**src/rtl/rsa_pkg.sv**
```systemverilog
// Shared constants for the RSA decrypt block: command codes, FSM encoding and default key.
package rsa_pkg;

    localparam int unsigned RSA_W         = 13;
    localparam int unsigned RSA_N_DEFAULT = 3233;
    localparam int unsigned RSA_D_DEFAULT = 2753;
    localparam int unsigned DATA_W        = 13;
    localparam int unsigned IO_W          = 16;

    localparam logic [2:0] CMD_NONE   = 3'd0;
    localparam logic [2:0] CMD_CIPHER = 3'd1;
    localparam logic [2:0] CMD_N      = 3'd2;
    localparam logic [2:0] CMD_D      = 3'd3;

    typedef enum logic [2:0] {
        S_IDLE   = 3'd0,
        S_REDUCE = 3'd1,
        S_MUL    = 3'd2,
        S_SQR    = 3'd3,
        S_DONE   = 3'd4,
        S_ARM    = 3'd5
    } state_e;

endpackage

```
**src/rtl/rsa_modmul.sv**
```systemverilog
// Bit-serial MSB-first interleaved modular multiplier: result = a*b mod n in W cycles.
module rsa_modmul #(
    parameter int unsigned W = 13
) (
    input  logic         clk,
    input  logic         rst_n,
    input  logic         start,
    input  logic [W-1:0] a,
    input  logic [W-1:0] b,
    input  logic [W-1:0] n,
    output logic [W-1:0] result,
    output logic         done
);

    localparam int unsigned CW = (W > 1) ? $clog2(W) : 1;

    logic          busy_q, busy_d;
    logic          done_q, done_d;
    logic [CW-1:0] cnt_q, cnt_d;
    logic [W-1:0]  r_q, r_d;
    logic [W-1:0]  a_q, a_d;
    logic [W-1:0]  b_q, b_d;
    logic [W-1:0]  n_q, n_d;
    logic [W-1:0]  res_q, res_d;

    // One interleaved step; r and addend are < m, so the W+1 bit sum never overflows.
    function automatic logic [W-1:0] step(input logic [W-1:0] r, input logic [W-1:0] addend,
                                          input logic bit_i, input logic [W-1:0] m);
        logic [W:0] t;
        t = {r, 1'b0};
        if (t >= {1'b0, m}) t = t - {1'b0, m};
        if (bit_i)          t = t + {1'b0, addend};
        if (t >= {1'b0, m}) t = t - {1'b0, m};
        return t[W-1:0];
    endfunction

    // The start cycle already consumes the top multiplier bit, giving W cycles start-to-done.
    always_comb begin
        busy_d = busy_q;
        done_d = 1'b0;
        cnt_d  = cnt_q;
        r_d    = r_q;
        a_d    = a_q;
        b_d    = b_q;
        n_d    = n_q;
        res_d  = res_q;
        if (busy_q) begin
            r_d = step(r_q, a_q, b_q[cnt_q], n_q);
            if (cnt_q == '0) begin
                busy_d = 1'b0;
                done_d = 1'b1;
                res_d  = r_d;
            end else begin
                cnt_d = cnt_q - CW'(1);
            end
        end else if (start) begin
            a_d    = a;
            b_d    = b;
            n_d    = n;
            r_d    = step('0, a, b[W-1], n);
            cnt_d  = CW'(W - 2);
            busy_d = 1'b1;
        end
    end

    always_ff @(posedge clk or negedge rst_n) begin
        if (!rst_n) begin
            busy_q <= 1'b0;
            done_q <= 1'b0;
            cnt_q  <= '0;
            r_q    <= '0;
            a_q    <= '0;
            b_q    <= '0;
            n_q    <= '0;
            res_q  <= '0;
        end else begin
            busy_q <= busy_d;
            done_q <= done_d;
            cnt_q  <= cnt_d;
            r_q    <= r_d;
            a_q    <= a_d;
            b_q    <= b_d;
            n_q    <= n_d;
            res_q  <= res_d;
        end
    end

    assign result = res_q;
    assign done   = done_q;

endmodule

```
**src/rtl/rsa_decrypt.sv**
```systemverilog
// RSA decryption m = c^d mod n by right-to-left square-and-multiply over a serial modmul unit.
module rsa_decrypt import rsa_pkg::*; #(
    parameter int unsigned W         = RSA_W,
    parameter int unsigned N_DEFAULT = RSA_N_DEFAULT,
    parameter int unsigned D_DEFAULT = RSA_D_DEFAULT
) (
    input  logic            clk,
    input  logic            rst_n,
    input  logic [IO_W-1:0] io_in,
    output logic [IO_W-1:0] io_out
);

    state_e       state_q, state_d;
    logic [2:0]   cmd;
    logic [W-1:0] data;
    logic [W-1:0] n_q, n_d, d_q, d_d, c_q, c_d;
    logic [W-1:0] res_q, res_d, base_q, base_d, exp_q, exp_d, pt_q, pt_d;
    logic         valid_q, valid_d, busy_q, busy_d;
    logic         launch;
    logic         mm_start_c;
    logic [W-1:0] mm_a_c, mm_b_c, mm_result;
    logic         mm_done;

    assign cmd  = io_in[IO_W-1:DATA_W];
    assign data = W'(io_in[DATA_W-1:0]);

    function automatic state_e next_op(input logic [W-1:0] e);
        if (e == '0) return S_DONE;
        return e[0] ? S_MUL : S_SQR;
    endfunction

    // Next state; a new modmul is launched in the same cycle the previous one finishes.
    always_comb begin
        state_d = state_q;
        n_d     = n_q;
        d_d     = d_q;
        c_d     = c_q;
        res_d   = res_q;
        base_d  = base_q;
        exp_d   = exp_q;
        pt_d    = pt_q;
        valid_d = valid_q;
        busy_d  = busy_q;
        launch  = 1'b0;
        mm_a_c  = '0;
        mm_b_c  = '0;
        case (state_q)
            S_IDLE: begin
                case (cmd)
                    CMD_CIPHER: begin
                        c_d     = data;
                        res_d   = W'(1);
                        exp_d   = d_q;
                        valid_d = 1'b0;
                        busy_d  = 1'b1;
                        if (n_q < W'(2)) begin
                            state_d = S_DONE;
                        end else begin
                            state_d = S_REDUCE;
                            launch  = 1'b1;
                        end
                    end
                    CMD_N: begin
                        n_d     = data;
                        state_d = S_ARM;
                    end
                    CMD_D: begin
                        d_d     = data;
                        state_d = S_ARM;
                    end
                    default: ;
                endcase
            end
            S_REDUCE: begin
                if (mm_done) begin
                    base_d  = mm_result;
                    state_d = next_op(exp_q);
                    launch  = (state_d != S_DONE);
                end
            end
            S_MUL: begin
                if (mm_done) begin
                    res_d = mm_result;
                    if ((exp_q >> 1) == '0) begin
                        state_d = S_DONE;
                    end else begin
                        state_d = S_SQR;
                        launch  = 1'b1;
                    end
                end
            end
            S_SQR: begin
                if (mm_done) begin
                    base_d  = mm_result;
                    exp_d   = exp_q >> 1;
                    state_d = next_op(exp_d);
                    launch  = (state_d != S_DONE);
                end
            end
            S_DONE: begin
                pt_d    = (n_q < W'(2)) ? '0 : res_q;
                valid_d = 1'b1;
                busy_d  = 1'b0;
                state_d = S_ARM;
            end
            S_ARM: begin
                if (cmd == CMD_NONE || cmd[2]) state_d = S_IDLE;
            end
            default: state_d = S_IDLE;
        endcase
        // REDUCE uses multiplier c against a=1, so c >= n is folded by the Horner steps.
        if (launch) begin
            case (state_d)
                S_REDUCE: begin mm_a_c = W'(1); mm_b_c = c_d;    end
                S_MUL:    begin mm_a_c = res_d; mm_b_c = base_d; end
                default:  begin mm_a_c = base_d; mm_b_c = base_d; end
            endcase
        end
    end

    assign mm_start_c = launch;

    always_ff @(posedge clk or negedge rst_n) begin
        if (!rst_n) begin
            state_q <= S_IDLE;
            n_q     <= W'(N_DEFAULT);
            d_q     <= W'(D_DEFAULT);
            c_q     <= '0;
            res_q   <= '0;
            base_q  <= '0;
            exp_q   <= '0;
            pt_q    <= '0;
            valid_q <= 1'b0;
            busy_q  <= 1'b0;
        end else begin
            state_q <= state_d;
            n_q     <= n_d;
            d_q     <= d_d;
            c_q     <= c_d;
            res_q   <= res_d;
            base_q  <= base_d;
            exp_q   <= exp_d;
            pt_q    <= pt_d;
            valid_q <= valid_d;
            busy_q  <= busy_d;
        end
    end

    rsa_modmul #(.W(W)) u_modmul (
        .clk    (clk),
        .rst_n  (rst_n),
        .start  (mm_start_c),
        .a      (mm_a_c),
        .b      (mm_b_c),
        .n      (n_q),
        .result (mm_result),
        .done   (mm_done)
    );

    assign io_out = {1'b0, valid_q, busy_q, DATA_W'(pt_q)};

endmodule

```
**config.mk**
```make
export PLATFORM = sky130hd
export DESIGN_NAME = rsa_decrypt
export DESIGN_NICKNAME = d
export VERILOG_FILES = /design/src/rtl/rsa_pkg.sv /design/src/rtl/rsa_modmul.sv /design/src/rtl/rsa_decrypt.sv
export SDC_FILE = /design/constraint.sdc
export NUM_CORES = 1
export LEC_CHECK = 0
export CORE_UTILIZATION = 35
export DETAILED_ROUTE_END_ITERATION = 6
export GPL_ROUTABILITY_DRIVEN = 0
export HOLD_SLACK_MARGIN = 0.02
export PLACE_DENSITY_LB_ADDON = 0.12
export SYNTH_ARGS = -nofsm -noshare
export SYNTH_HDL_FRONTEND = slang
export SYNTH_SLANG_ARGS = --single-unit
```
**constraint.sdc**
```tcl
create_clock -name clk -period 17.3 [get_ports clk]
set_input_delay 2.595 -clock clk [delete_from_list [all_inputs] [get_ports clk]]
set_output_delay 2.595 -clock clk [all_outputs]
set_load 0.05 [all_outputs]
```
==> impl_metrics.py <==
metrics = {
    "synth": {
        "synth_edf_count": 0,
        "yosysUniqueCellTypes": 81,
        "synth_ff_type": "dfrtp_1",
        "syn_inst": 1231,
        "synth_area_leader_cell": "dfrtp_1",
        "ys_ff_latch": 167,
        "ys_warn_count": 0,
        "ys_seq_area_frac": 0.3772,
        "syn-cell-area_um2": 11110,
        "async_flop_share": 1.000,
        "postSynthAreaPerCell_um2": 9.028,
        "synth_top_area_share": 0.3535,
        "yosys-top-cells-area": "dfrtp_1, ha_1, nand2_1",
    },
    "route": {
        "vias_per_cell": 5.436,
        "first_pass_iters": 6,
        "drtIter0Drc": 715,
        "wire_per_inst_um": 19.74,
        "post-route-drc-count": 0,
        "vias": 8970,
        "drt-total-wl_um": 32560,
        "ant_nets": 0,
    },
    "critical_path": {
        "required_ns": 17.59,
        "cp_max_fo": 17,
        "worst_path_max_delay_cell": "and3_1",
        "path_class": "input port to flip-flop",
        "cp.arrival_ns": 9.17,
        "cp-end-kind": "flip-flop",
        "start_kind": "input port",
        "crit_top_cell": "a21oi_1",
        "critPathMaxStageDelay_ns": 0.64,
    },
    "cts": {
        "postCtsHoldBufs": 0,
        "cts_resized": 0,
        "cts_setup_buffers": 0,
        "cts_max_level": 4,
        "clockBufferDepth": 2,
        "clk_latency_ns": 0.44,
        "cts_root_buf": "clkbuf_16",
        "numCtsBuffers": 17,
        "cts_tree": "built",
        "clock-sinks": 167,
        "clk_pin_slew_worst_paths_ns": 0.07,
    },
    "placement": {
        "numPortBuffers": 32,
        "dp_hpwl_um": 25140,
        "dp_slack_ns": 8.080,
    },
    "timing": {
        "setup_viol": 0,
        "fmax_mhz": 112.7,
        "rsz0062_at_grt": "false",
        "maxSlewHeadroom": 0.2275,
        "final_max_slew_viol_count": 0,
        "fin_setup_tns_ns": 0,
        "finalCriticalPeriod_ns": 8.875,
        "worstMarginPinSlew_ns": 1.136,
        "period_share": 0.5130,
        "setup_slack_ns": 8.425,
        "skew_ns": 0.01634,
        "hold_viol": 0,
    },
    "final_layout": {
        "regArea_um2": 4192,
        "area_growth_pct": 11.46,
        "fin_nets": 1331,
        "nFillCells": 3131,
        "drive_gt1_frac": 0.1085,
        "multiInputGateArea_um2": 6412,
    },
    "floorplanning": {
        "initial_core_util": 0.3595,
        "die_h_um": 180.2,
        "rows": 64,
        "coreArea_um2": 30910,
        "die_w_um": 180.2,
        "die_area_um2": 32470,
        "ios": 34,
    },
    "global_route": {
        "overflow": 0,
        "grt_pass1_vias": 8678,
        "grt_pass1_wl_um": 51660,
        "grt_max_degree": 102,
        "antenna_found_initial": 0,
        "track_usage": 0.2072,
    },
    "outcome": {
        "status": "completed",
    },
    "worst_hold_path": {
        "hold_path.class": "flip-flop to flip-flop",
    },
    "job": {
        "maxCapViolCount": 0,
    },
}
-- final timing paths --
path / cells past startpoint / from / endpoint / slack [ns]
max: 25 / io_in[13] / u_modmul.r_q[4] / 8.43
min: 2 / u_modmul.b_q[7] / u_modmul.b_q[7] / 0.48
max reg2reg: 26 / u_modmul.n_q[0] / u_modmul.r_q[7] / 9.43
min reg2reg: 2 / u_modmul.b_q[7] / u_modmul.b_q[7] / 0.48
max in group asynchronous: 2 / rst_n / u_modmul.n_q[7] / 13.62
min in group asynchronous: 1 / rst_n / exp_q[2] / 2.23
-- cell type report --
type	count	share of cell area
sequential	167	0.3384
clock inverter	13	0.01747
timing repair buffer	43	0.03263
multi-input combinational	952	0.5177
clock buffer	19	0.03576
antenna	1	0.0002020
tap	396	0.04000
inverter	59	0.01788
-- worst max-delay path: cells and delay by family --
family                   cells  cell delay [ns]
AND/OR/NAND/NOR              9             2.65
AO/OA/AOI/OAI                9             1.93
adder cells (fa/ha/maj)      3             0.95
buffers and inverters        2             0.56
multiplexers                 2             0.48
-- placed cells by master (no fill, tap or decap), types with 11 or more instances in the layout --
cell type and n:
xnor2_1 27, and3_1 13, and2_1 16, o31ai_1 14, clkbuf_16 17, dfrtp_1 157
nand2_1 198, a21oi_1 65, ha_1 68, o21ai_0 133, mux2i_1 43, inv_1 59
buf_4 11, a211oi_1 18, nand2b_1 13, mux2_2 56, nor2_1 65, o21a_1 13
a21o_1 15, clkdlybuf4s50_1 31, xor2_1 14, nor3_1 21
-- per-layer routing --
layer,GRT usage,up-vias,routed length (um)
li1,-,4387,-
met1,0.2979,4384,16170
met2,0.3265,177,14930
met3,0.02910,22,1059
met4,0.05094,0,406
met5,0,-,0
-- metrics by stage --
step | hold slack (ns) | cells | util | cell area, um^2
2_1_floorplan | 0.4360 | 1237 | - | 11140
3_3_place_gp | 0.4579 | 1617 | 0.3793 | 11730
3_5_place_dp | 0.4694 | 1617 | 0.3793 | 11730
4_1_cts | 0.4865 | 1649 | 0.4007 | 12380
5_1_grt | 0.5064 | 1649 | 0.4007 | 12380
6_report | 0.4795 | 1650 | 0.4007 | 12390
-- state kept, by name, indices dropped and copies added (netlist names), 13 cells and up --
signal / count
base_q: 13
c_q: 13
d_q: 13
exp_q: 13
n_q: 13
pt_q: 13
res_q: 13
u_modmul.a_q: 13
u_modmul.b_q: 13
u_modmul.n_q: 13
u_modmul.r_q: 13
u_modmul.result: 13
-- cell families (layout without fill, tap and decap cells) --
family                     after synthesis  in the layout  share of synthesized area
AOI/OAI and AO/OA                      332            332                     0.1877
xor gates and xnor gates                41             41                    0.03231
adders and majority gates               73             73                    0.08557
buffers and inverters                  118            134                    0.04898
DFF                                    167            167                     0.3772
muxes                                  103            103                     0.1025
other                                    1              8                  0.0003374
and+or+nand+nor                        396            396                     0.1655
-- synthesized netlist by cell type (all sizes together) (14+ instances only) --
| cell type | instances |
|---|---|
| a211oi | 19 |
| and2 | 16 |
| clkbuf | 34 |
| mux2 | 56 |
| ha | 68 |
| buf | 22 |
| o21ai | 134 |
| inv | 59 |
| dfrtp | 157 |
| a21o | 15 |
| nand2 | 198 |
| nor3 | 22 |
| a21oi | 65 |
| nor2 | 66 |
| mux2i | 44 |
| xor2 | 14 |
| xnor2 | 27 |
| o31ai | 14 |
Power is left out: the tool's default activity adds up to more than one toggle a clock period on the data nets, which glitch-free logic cannot reach.
